**src/rtl/hazard_fwd_unit_pkg.sv**
```systemverilog
// ============================================================================
// hazard_fwd_unit_pkg : shared pipe types for the hazard/forwarding unit
// Rev 1.0
// ============================================================================
`default_nettype none

package hazard_fwd_unit_pkg;

  localparam int REG_W     = 5;
  localparam int STG_IDX_W = 4;
  localparam int MAX_XLEN  = 64;

  typedef logic [STG_IDX_W-1:0] stg_idx_t;
  typedef logic [REG_W-1:0]     creg_t;

  typedef struct packed {
    logic                en;
    logic [MAX_XLEN-1:0] data;
  } fwd_data_t;

endpackage

`default_nettype wire

```
**src/rtl/hazard_fwd_unit_fwd_sel.sv**
```systemverilog
// ============================================================================
// fwd_sel : per-source priority selector, youngest matching stage wins
// Rev 1.0
// ============================================================================
`default_nettype none

module fwd_sel
  import hazard_fwd_unit_pkg::*;
#(
  parameter int NSTAGE = 3,
  parameter int XLEN   = 64
) (
  input  logic [REG_W-1:0]         src_addr,
  input  logic                     src_en,
  input  logic [NSTAGE*REG_W-1:0]  stg_dst,
  input  logic [NSTAGE-1:0]        stg_wen,
  input  logic [NSTAGE-1:0]        stg_valid,
  input  logic [NSTAGE*XLEN-1:0]   stg_data,
  output logic                     fwd_en,
  output logic [XLEN-1:0]          fwd_data,
  output logic                     hit,
  output logic                     pend
);

  logic [NSTAGE-1:0] match;
  logic              sel_valid;
  logic [XLEN-1:0]   sel_data;
  fwd_data_t         res;

  always_comb begin
    match     = '0;
    hit       = 1'b0;
    sel_valid = 1'b0;
    sel_data  = '0;
    res       = '0;
    for (int k = 0; k < NSTAGE; k++) begin
      match[k] = src_en & stg_wen[k] & (stg_dst[k*REG_W +: REG_W] == src_addr)
                 & (src_addr != '0);
    end
    // Walk oldest to youngest so the youngest match overwrites; an unready
    // youngest match hides older ready ones by design.
    for (int k = NSTAGE-1; k >= 0; k--) begin
      if (match[k]) begin
        hit       = 1'b1;
        sel_valid = stg_valid[k];
        sel_data  = stg_data[k*XLEN +: XLEN];
      end
    end
    if (hit && sel_valid) begin
      res.en   = 1'b1;
      res.data = MAX_XLEN'(sel_data);
    end
  end

  assign fwd_en   = res.en;
  assign fwd_data = res.data[XLEN-1:0];
  assign pend     = hit & ~sel_valid;

endmodule

`default_nettype wire

```
**src/rtl/hazard_fwd_unit.sv**
```systemverilog
// ============================================================================
// hazard_fwd_unit : operand forwarding, multi-cycle scoreboard, stall stats
// Rev 1.0
// ============================================================================
`default_nettype none

module hazard_fwd_unit
  import hazard_fwd_unit_pkg::*;
#(
  parameter int NSRC        = 2,
  parameter int NSTAGE      = 3,
  parameter int XLEN        = 64,
  parameter int STALL_LIMIT = 255,
  parameter int CNTW        = 32
) (
  input  logic                     clk,
  input  logic                     reset,
  input  logic [NSRC*REG_W-1:0]    src_addr,
  input  logic [NSRC-1:0]          src_en,
  input  logic [NSTAGE*REG_W-1:0]  stg_dst,
  input  logic [NSTAGE-1:0]        stg_wen,
  input  logic [NSTAGE-1:0]        stg_valid,
  input  logic [NSTAGE*XLEN-1:0]   stg_data,
  input  logic                     mc_issue,
  input  logic [REG_W-1:0]         mc_dst,
  input  logic                     mc_done,
  input  logic [REG_W-1:0]         mc_done_dst,
  output logic [NSRC-1:0]          fwd_en,
  output logic [NSRC*XLEN-1:0]     fwd_data,
  output logic                     stall,
  output logic [31:0]              busy_vec,
  output logic [CNTW-1:0]          stall_cycles,
  output logic                     deadlock
);

  localparam int RUNW = $clog2(STALL_LIMIT + 1);
  localparam logic [RUNW-1:0] RUN_MAX = RUNW'(STALL_LIMIT);

  logic [NSRC-1:0] src_hit;
  logic [NSRC-1:0] src_pend;
  logic [31:0]     busy_eff;
  logic [31:0]     busy_nxt;
  logic [RUNW-1:0] run_cnt;
  logic [RUNW-1:0] run_nxt;

  for (genvar i = 0; i < NSRC; i++) begin : g_src
    fwd_sel #(
      .NSTAGE (NSTAGE),
      .XLEN   (XLEN)
    ) u_fwd_sel (
      .src_addr  (src_addr[i*REG_W +: REG_W]),
      .src_en    (src_en[i]),
      .stg_dst   (stg_dst),
      .stg_wen   (stg_wen),
      .stg_valid (stg_valid),
      .stg_data  (stg_data),
      .fwd_en    (fwd_en[i]),
      .fwd_data  (fwd_data[i*XLEN +: XLEN]),
      .hit       (src_hit[i]),
      .pend      (src_pend[i])
    );
  end

  always_comb begin
    busy_eff = busy_vec;
    if (mc_done) busy_eff[mc_done_dst] = 1'b0;
    stall = 1'b0;
    for (int i = 0; i < NSRC; i++) begin
      stall = stall | src_pend[i]
            | (src_en[i] & busy_eff[src_addr[i*REG_W +: REG_W]] & ~src_hit[i]);
    end
  end

  // Completion clears before issue sets, so a same-register reissue stays busy.
  always_comb begin
    busy_nxt = busy_vec;
    if (mc_done)  busy_nxt[mc_done_dst] = 1'b0;
    if (mc_issue) busy_nxt[mc_dst]      = 1'b1;
    busy_nxt[0] = 1'b0;
    run_nxt = '0;
    if (stall) run_nxt = (run_cnt == RUN_MAX) ? run_cnt : run_cnt + 1'b1;
  end

  always_ff @(posedge clk) begin
    if (reset) begin
      busy_vec     <= '0;
      stall_cycles <= '0;
      run_cnt      <= '0;
      deadlock     <= 1'b0;
    end else begin
      busy_vec <= busy_nxt;
      run_cnt  <= run_nxt;
      if (stall && !(&stall_cycles)) stall_cycles <= stall_cycles + 1'b1;
      if (run_nxt == RUN_MAX) deadlock <= 1'b1;
    end
  end

endmodule

`default_nettype wire

```
**config.mk**
```make
export PLATFORM = sky130hd
export DESIGN_NAME = hazard_fwd_unit
export DESIGN_NICKNAME = d
export VERILOG_FILES = /design/src/rtl/hazard_fwd_unit_pkg.sv /design/src/rtl/hazard_fwd_unit_fwd_sel.sv /design/src/rtl/hazard_fwd_unit.sv
export SDC_FILE = /design/constraint.sdc
export NUM_CORES = 1
export LEC_CHECK = 0
export ABC_AREA = 1
export CAP_MARGIN = 20
export CORE_AREA = 2 2 171 173
export CTS_BUF_LIST = sky130_fd_sc_hd__clkbuf_2
export DETAILED_ROUTE_END_ITERATION = 8
export DIE_AREA = 0 0 173 175
export SYNTH_ARGS = -nofsm -noshare
export SYNTH_HDL_FRONTEND = slang
export SYNTH_SLANG_ARGS = --single-unit
```
**constraint.sdc**
```tcl
create_clock -name clk -period 3.4 [get_ports clk]
set_clock_uncertainty 0.1 [all_clocks]
set_input_delay 0.34 -clock clk [delete_from_list [all_inputs] [get_ports clk]]
set_output_delay 0.34 -clock clk [all_outputs]
set_load 0.005 [all_outputs]
```
==> impl_metrics.py <==
metrics = {
    "flow_run": {
        "drv_cap": 0,
    },
    "logic_synthesis": {
        "synth_most_common_cell": "nor2_1",
        "synth_top_family_by_area": "simple AND/OR/NAND/NOR gates",
        "netlist_top_cells_count": "nor2_1, nand2_1, a221oi_1",
        "synth.avg_cell_area_um2": 6.23,
        "synth-xor-area-share_pct": 4.82,
        "synth.area.top_cells": "dfxtp_1, a221oi_1, nor2_1",
        "synth_cell_types": 48,
        "ys_ff_latch": 72,
        "synth_top_area_cell": "dfxtp_1",
        "async_flop_share_pct": 0,
        "synth_adder_area_share_pct": 0.313,
        "synth_compound_area_share_pct": 30.2,
        "synthesis.area_um2": 7990,
        "synth_top_area_share_pct": 18.0,
        "yosys_warnings": 0,
        "synth_seq_area_share_pct": 18.0,
        "synth_flop_cell": "dfxtp_1",
        "synth_simple_gate_area_share_pct": 36.6,
        "synthCells": 1282,
        "synth_mux_area_share_pct": 0,
        "synth_edf_count": 0,
        "syn_nets": 1523,
    },
    "sta": {
        "setup_ws_ns": -0.00250,
        "rsz0062_at_grt": "yes",
        "fmaxAchievable_mhz": 294,
        "post-route-min-period_ns": 3.40,
        "setup_violations": 1,
        "hold_viol": 0,
        "slew_headroom_pct": 48.3,
        "period_share_pct": 100,
        "slew_violations": 0,
        "worst_pin_slew_ns": 0.770,
        "fin_hold_ws_ns": 0.133,
    },
    "critical_path": {
        "critPathLaunch": "src_addr[7]",
        "path_class": "input pin to output pin",
        "path_max_fanout": 20,
        "cp.required_ns": 2.96,
        "start_kind": "input pin",
        "worstPathArrival_ns": 2.96,
        "reg2reg_from": "stall_cycles[2]",
        "endpoint_kind": "output pin",
        "max_stage_delay_ns": 0.53,
        "cpMaxStageDelayCell": "clkdlybuf4s50_1",
        "crit_path_cell_trace": "clkdlybuf4s50_1 -> buf_6 -> inv_2 -> nand3_2 -> nor2_4 -> nand2_4 -> nand4_1 -> buf_6 -> inv_2 -> nand2_1 -> nand3_4 -> buf_8 -> nor3_2 -> buf_4 -> clkdlybuf4s50_1",
    },
    "clocking": {
        "tritoncts": "built",
        "clk_latency_ns": 0.57,
        "htreeDepth": 3,
        "clk_pin_slew_worst_paths_ns": 0.27,
        "cts_sinks": 72,
        "numCtsBuffers": 9,
        "cts_hold_buf": 0,
        "cts_max_path_buffers": 2,
        "ctsRootBufferMaster": "clkbuf_2",
    },
    "outcome": {
        "violations": "negative setup slack",
        "status": "finished with violations",
    },
    "detailed_routing": {
        "drtAntennaViolNets": 0,
        "drc": 0,
        "first_iter_violations": 1039,
        "first_pass_iters": 6,
        "wl_per_cell_um": 22.0,
        "num_vias": 11940,
        "wirelength_um": 47400,
        "vias_per_cell": 5.53,
    },
    "grt": {
        "antenna_found_initial": 14,
        "grt_usage_pct": 29.7,
        "grt_pass1_wl_um": 70000,
        "grt_pass1_vias": 11272,
        "grt-ovfl-total": 0,
        "grt_max_degree": 43,
    },
    "placed_design": {
        "port_buffers": 433,
        "gp_congestion": 1.01,
        "place_ws_ns": -0.332,
        "dpl.hpwl_um": 37700,
    },
    "finish": {
        "nets": 2003,
        "syn_to_final_growth_pct": 76.8,
        "finalCoreUtilization_pct": 49.8,
        "layout-drive-gt1-share_pct": 15.8,
    },
    "floorplan": {
        "initial_core_util_pct": 28.1,
        "dieArea_um2": 30300,
        "design.portCount": 435,
        "die_w_um": 173,
        "rows": 62,
        "dieHeight_um": 175,
        "core-area_um2": 28400,
    },
    "min_path": {
        "min_from": "reset",
        "hp-class": "input pin to flop",
    },
    "power": {
        "powerDensity_nw_per_um2": 168,
        "peakVddDrop_mv": 0.198,
        "power.leakage_nw": 5.94,
    },
}
[cells by family (layout without fill, tap and decap cells)]
kind of cell    Yosys count  in the layout
simple gates            643            643
compound gates          347            347
buf+inv                 173            658
flops                    72             72
xor+xnor                 44             44
fa+ha+maj                 2              2
other cells               1              8
[worst paths after layout]
check	end	slack [ns]	depth (start not counted)
max	fwd_data[69]	-0.002	15
min	busy_vec[22]	0.13	2
max reg2reg	stall_cycles[2]	0.95	11
min reg2reg	deadlock	0.40	2
[power by group]
group	total, W	switching, W	internal [W]
Sequential	0.000869	0.0000115	0.000857
Combinational	0.000878	0.000427	0.000452
Clock	0.000629	0.000376	0.000253
Total	0.00238	0.000814	0.00156
[critical path, delay by kind of cell]
kind,cells,cell delay (ns)
buf+inv,8,1.70
simple gates,7,0.91
[sequential cells by signal, summed over array words and instances, names as in the netlist]
signal / flops
deadlock: 1
busy_vec: 31
run_cnt: 8
stall_cycles: 32
[cell type report]
| type | instances | area (um2) |
|---|---|---|
| Tap cell | 384 | 480 |
| Sequential cell | 72 | 1440 |
| Inverter | 73 | 284 |
| Clock buffer | 9 | 45.0 |
| Clock inverter | 7 | 101 |
| Antenna cell | 7 | 17.5 |
| Timing Repair Buffer | 569 | 5880 |
| Fill cell | 2898 | 14300 |
| Multi-Input combinational cell | 1037 | 5870 |
[routing by layer]
| metal | share of wire (%) | GRT usage (%) |
|---|---|---|
| met1 | 40 | 37.4 |
| met2 | 47 | 50.2 |
| met3 | 9.5 | 7.77 |
| met4 | 3.5 | 8.12 |
| met5 | 0.13 | 0 |
[repair_timing]
item                       CTS  global route
gates resized for setup     43           104
pin swaps                    6            32
setup endpoints to repair  129           115
setup buffers                6             3
[placed cells by master, fill, tap and decap left out, drive strengths merged, types with 2 or more instances in the layout]
cell type,count
clkdlybuf4s50,340
xnor2,8
a21boi,15
a311oi,3
diode,7
nor4,10
a211oi,10
xor2,36
nor2,215
bufinv,2
clkinv,2
o21ai,110
clkbuf,9
nand2,233
o22ai,8
dlymetal6s2s,69
ha,2
nor4b,2
a21oi,73
nor3,55
nand3,111
a221oi,123
o21bai,2
nand4,14
inv,76
buf,137
dfxtp,72
dlygate4sd2,23
[metrics by stage]
| step | cell area [um2] | TNS [ns] | cells | total power (W) |
|---|---|---|---|---|
| floorplan | 7990 | 0 | 1282 | 0.00121 |
| global placement | 13500 | -23.73 | 2128 | 0.00173 |
| detailed placement | 13500 | -23.25 | 2128 | 0.00173 |
| CTS | 13800 | -0.0449 | 2150 | 0.00237 |
| global route | 14100 | -0.170 | 2154 | 0.00248 |
| finish | 14100 | -0.00250 | 2158 | 0.00238 |
(Power assumes the default switching activity.)
